==> src/rtl/fm_mem_port_ctrl.sv <==
`timescale 1ns/1ps
// Control for one semi-true dual-port feature-map memory: round-robin sharing of
// read/write port A among NUM_REQ requesters, plus a burst-read sequencer on port B.
module fm_mem_port_ctrl #(
    parameter int BIT_LENGTH = 64,
    parameter int DEPTH      = 16,
    parameter int NUM_REQ    = 2,
    parameter int AW         = $clog2(DEPTH)
) (
    input  logic                          clk,
    input  logic                          rst_n,
    input  logic [NUM_REQ-1:0]            req_valid,
    input  logic [NUM_REQ-1:0]            req_we,
    input  logic [NUM_REQ*AW-1:0]         req_addr,
    input  logic [NUM_REQ*BIT_LENGTH-1:0] req_wdata,
    output logic [NUM_REQ-1:0]            req_ready,
    output logic [NUM_REQ-1:0]            rsp_valid,
    output logic [BIT_LENGTH-1:0]         rsp_rdata,
    input  logic                          rd_start,
    input  logic [AW-1:0]                 rd_base,
    input  logic [AW:0]                   rd_len,
    output logic                          rd_busy,
    output logic                          rd_valid,
    output logic [BIT_LENGTH-1:0]         rd_data,
    output logic                          rd_done,
    output logic [AW-1:0]                 mem_addra,
    output logic [BIT_LENGTH-1:0]         mem_dina,
    output logic                          mem_ena,
    output logic                          mem_wea,
    input  logic [BIT_LENGTH-1:0]         mem_douta,
    output logic [AW-1:0]                 mem_addrb,
    output logic                          mem_enb,
    input  logic [BIT_LENGTH-1:0]         mem_doutb
);
    localparam int PW = (NUM_REQ > 1) ? $clog2(NUM_REQ) : 1;

    typedef enum logic [1:0] {S_IDLE, S_RUN, S_DRAIN, S_DONE} seq_state_t;

    seq_state_t            state;
    logic [PW-1:0]         ptr;
    logic [PW-1:0]         win;
    logic [PW-1:0]         ptr_nxt;
    logic                  found;
    int                    cand;
    logic [NUM_REQ-1:0]    grant;
    logic                  win_we;
    logic [AW-1:0]         win_addr;
    logic [BIT_LENGTH-1:0] win_wdata;
    logic [AW-1:0]         addr;
    logic [AW:0]           remaining;
    logic                  stall;

    // First valid requester at or above the pointer, wrapping around.
    always_comb begin
        found = 1'b0;
        win   = '0;
        cand  = 0;
        for (int k = 0; k < NUM_REQ; k++) begin
            cand = (int'(ptr) + k) % NUM_REQ;
            if (!found && req_valid[PW'(cand)]) begin
                found = 1'b1;
                win   = PW'(cand);
            end
        end
    end

    always_comb begin
        grant = '0;
        if (found) grant[win] = 1'b1;
    end

    assign win_we    = req_we[win];
    assign win_addr  = req_addr[int'(win)*AW +: AW];
    assign win_wdata = req_wdata[int'(win)*BIT_LENGTH +: BIT_LENGTH];
    assign ptr_nxt   = (win == PW'(NUM_REQ - 1)) ? '0 : win + PW'(1);

    assign req_ready = grant;
    assign mem_ena   = found;
    assign mem_wea   = found & win_we;
    assign mem_addra = found ? win_addr : '0;
    assign mem_dina  = found ? win_wdata : '0;

    // Port A always wins a same-address collision; the burst simply retries next cycle.
    assign stall     = (state == S_RUN) && found && win_we && (win_addr == addr);
    assign mem_enb   = (state == S_RUN) && !stall;
    assign mem_addrb = (state == S_RUN) ? addr : '0;
    assign rd_busy   = (state != S_IDLE);

    assign rsp_rdata = (|rsp_valid) ? mem_douta : '0;
    assign rd_data   = rd_valid ? mem_doutb : '0;

    always_ff @(posedge clk or negedge rst_n) begin
        if (!rst_n) begin
            state     <= S_IDLE;
            ptr       <= '0;
            addr      <= '0;
            remaining <= '0;
            rsp_valid <= '0;
            rd_valid  <= 1'b0;
            rd_done   <= 1'b0;
        end else begin
            if (found) ptr <= ptr_nxt;
            rsp_valid <= (found && !win_we) ? grant : '0;
            rd_valid  <= mem_enb;
            rd_done   <= 1'b0;
            case (state)
                S_IDLE: begin
                    if (rd_start) begin
                        if (rd_len == '0) begin
                            state   <= S_DONE;
                            rd_done <= 1'b1;
                        end else begin
                            addr      <= rd_base;
                            remaining <= rd_len;
                            state     <= S_RUN;
                        end
                    end
                end
                S_RUN: begin
                    if (!stall) begin
                        addr      <= addr + AW'(1);
                        remaining <= remaining - (AW+1)'(1);
                        // rd_done lines up with the data of the last issued word.
                        if (remaining == (AW+1)'(1)) begin
                            state   <= S_DRAIN;
                            rd_done <= 1'b1;
                        end
                    end
                end
                S_DRAIN: state <= S_IDLE;
                S_DONE:  state <= S_IDLE;
                default: state <= S_IDLE;
            endcase
        end
    end

endmodule

==> config.mk <==
export PLATFORM = sky130hd
export DESIGN_NAME = fm_mem_port_ctrl
export DESIGN_NICKNAME = d
export VERILOG_FILES = /design/src/rtl/fm_mem_port_ctrl.sv
export SDC_FILE = /design/constraint.sdc
export NUM_CORES = 1
export LEC_CHECK = 0
export ABC_CLOCK_PERIOD_IN_PS = 2200
export CAP_MARGIN = 20
export CORE_AREA = 5 5 190 192
export DETAILED_ROUTE_END_ITERATION = 10
export DIE_AREA = 0 0 195 197
export HOLD_SLACK_MARGIN = 0.05
export PLACE_DENSITY = 0.46
export REMOVE_ABC_BUFFERS = 1
export SYNTH_ARGS = -nofsm -noshare
export SYNTH_HDL_FRONTEND = slang
export SYNTH_SLANG_ARGS = --single-unit
==> constraint.sdc <==
create_clock -name clk -period 2.2 [get_ports clk]
set_input_delay 0.33 -clock clk [delete_from_list [all_inputs] [get_ports clk]]
set_output_delay 0.33 -clock clk [all_outputs]
set_load 0.02 [all_outputs]
==> out/qor.csv <==
stage;metric;value;unit
routing;Vias per Instance;3.536;
die;Die X;195;um
die;Rows;68;
die;DIE AREA;38420;um^2
outcome;status;finished, violations left;
synth;synth warn;0;
power_and_ir_drop;maximum VDD drop;0.3598;mV
cts;cts bufs inserted;3;
cts;CTS max path bufs;2;
die;I/O pins;490;
synth;synthesized area per cell;7.447;um^2
routing;Post-Route WL;25660;um
synth;Synth Register Bits;16;
global_route;first-pass GRT wire length;35870;um
global_route;Overflow after GRT;0;
setup_path;element type at the critical path start;register;
routing;routed vias;4820;
placed_design;dpl hpwl;21590;um
outcome;failing checks;setup timing;
cts;H-tree depth;1;
layout;Layout fillers;3749;
layout;commonest cells after routing, fill and taps aside;clkdlybuf4s50_1, nor2b_1, and2_1;
routing;ANT nets after route;0;
setup_path;CP arrival;2.11;ns
sta;period utilization;110.7;%
placed_design;Post-Place Setup Slack;-0.6690;ns
setup_path;crit path launch;ptr;
sta;setup violators final;18;
sta;clk_skew;0.001483;ns
setup_path;max incr delay on CP;0.50;ns
global_route;number of global-route vias before repair;5153;
synth;Area contributors post-synth;nor2b_1, mux2i_1, and2_1;
setup_path;CP max-delay cell;dfrtp_4;
die;Die H;197;um
routing;DR iter-0 viols;119;
layout;Area Overhead vs Synth;188.0;%
setup_path;critical path cell sequence;and3_4 > or3_1 > a222oi_1 > buf_4 > a21oi_4 > buf_6;
cts;clock sinks;16;
setup_path;Top delay family on crit path;simple AND/OR/NAND/NOR gates;
routing;WL/cell;18.83;um
sta;FMAX;410.5;MHz
layout;fin cells;1363;
layout;design area;8859;um^2
global_route;total track usage;12.17;%
synth;Synth top area share;27.66;%
setup_path;Worst path depth;6;
routing;drt drc;0;
cts;Root Driver;clkbuf_16;
sta;RSZ-0062 raised after global routing;yes;
die;Starting Density;8.992;%
global_route;pin count of the biggest net entering global routing;66;
sta;final hold slack;0.4094;ns
synth;post-synth top area cell;nor2b_1;
placed_design;DP Cell Count;1346;
sta;measured slew at the worst slew-check pin;1.054;ns
setup_path;Req. time, crit path;1.87;ns
setup_path;nature of the critical path endpoint;primary output;
synth;post-synthesis sequential area ratio;13.02;%
cts;hold-fix buffers at CTS;0;
sta;final worst-path setup slack;-0.2360;ns
cts;Clock transition at path regs;0.05;ns
setup_path;FF-to-FF Start;ptr;
run;MaxCap Viol Count;0;
layout;most common cell after layout, fill and taps aside;clkdlybuf4s50_1;
placed_design;port buffer count;488;
min_path;worst min path class;in2async;
layout;# nets final;1190;
cts;CTS tree;yes;
cts;Worst-Skew Late Latency;0.25;ns
power_and_ir_drop;Leakage;3.602;nW
setup_path;kind of critical path;reg2out;
synth;Post-synth top flop;dfrtp_1;
setup_path;Reg2Reg Depth;9;
power_and_ir_drop;PD cells;812.8;nW/um^2
global_route;initial antenna violation count;1;
placed_design;Placer Congestion;0.8324;
layout;layout cells sized above 1;12.14;%
sta;Final Hold Fails;0;
setup_path;crit path buf inv count;2;
placed_design;area post-placement;8636;um^2
synth;Synth Instances;413;
synth;ys async rst share;100.0;%
die;Core Box Area;34200;um^2
sta;crit path time final;2.436;ns
routing;First-pass DRT Iterations;4;
synth;Mapped Area;3075;um^2
sta;relative max-transition margin;28.99;%
sta;final max-slew violation count;0;
synth;number of synthesized flops with an enable pin;0;
setup_path;crit path max fanout;5;
synth;Cell variety after synth;35;
-- Yosys cell counts, types with 3 or more instances --
cell / number
nand2_1: 10
a211oi_2: 4
a21oi_1: 8
dfrtp_1: 16
nor3_1: 7
clkbuf_1: 24
buf_1: 7
nor2_1: 12
nand3b_1: 4
a21o_1: 6
mux2i_1: 71
and2_1: 68
nand3_1: 8
ha_1: 3
inv_1: 4
o21ai_0: 3
nor2b_1: 136
-- report_power, final --
| group | switching [mW] | leakage, nW | internal, mW |
|---|---|---|---|
| sequential | 0.155 | 0.189 | 0.436 |
| clock | 0.128 | 0.0442 | 0.277 |
| combinational | 3.16 | 3.37 | 3.05 |
| total | 3.44 | 3.60 | 3.76 |
-- registers in the layout, indices dropped and copies added (netlist names) --
name       cells
addr           4
ptr            1
rd_done        1
rd_valid       1
remaining      5
rsp_valid      2
state          2
-- path summary, 6_finish.rpt --
| kind | to | slack, ns |
|---|---|---|
| setup / recovery | mem_enb | -0.24 |
| hold / removal | remaining[0] | 0.41 |
| setup reg to reg | remaining[4] | -0.16 |
| min in group clk | remaining[4] | 0.50 |
| max in group asynchronous | ptr | 1.57 |
| hold reg to reg | remaining[4] | 0.50 |
-- cell type report --
type	instances	area (um^2)	share of cell area, %
Antenna cell	2	5.005	0.05650
Inverter	4	15.01	0.1695
Timing Repair Buffer	523	5172	58.39
Tap cell	455	569.3	6.427
Multi-Input combinational cell	359	2603	29.38
Clock buffer	4	88.84	1.003
Sequential cell	16	405.4	4.576
-- cell families (layout without fill, tap and decap cells) --
group	count (synthesis)	in the layout	share of synthesized area [%]
AND/OR/NAND/NOR	249	249	48.58
multiplexers	71	71	23.11
buffers and inverters	40	531	5.655
AO/OA/AOI/OAI	33	35	8.137
flip-flops	16	16	13.02
adder cells (fa/ha/maj)	3	3	1.221
XOR/XNOR	1	1	0.2848
other	0	2	0
-- what timing repair did --
item,in CTS,in global routing
endpoints found under the setup margin,80,80
cloned,3,0
buffers inserted,5,4
resized for setup,152,32
endpoints found under the hold margin,0,0
pin swaps,8,7
-- worst register-to-register path, delay by kind of cell (launching register included) --
kind / cells / cell delay, ns
buffers and inverters: 3 / 0.45
AOI/OAI and AO/OA: 2 / 0.49
muxes: 1 / 0.22
and+or+nand+nor: 3 / 0.59
DFF: 1 / 0.50
-- per-layer routing --
metal,vias to the layer above,wire [um],track usage [%]
li1,2353,-,-
met1,2185,11310,15.71
met2,271,12350,21.39
met3,11,1809,3.094
met4,0,191,1.086
met5,-,0,0
-- metrics by stage --
step	power [mW]	utilization (%)	setup TNS (ns)
global route	7.660	25.89	-4.128
floorplan	3.550	-	-180.87
CTS	7.232	25.80	-1.339
global placement	6.628	25.25	-8.890
detailed placement	6.627	25.25	-8.987
finish	7.200	25.90	-1.755
Note: power is estimated with default switching activity, not from simulation.
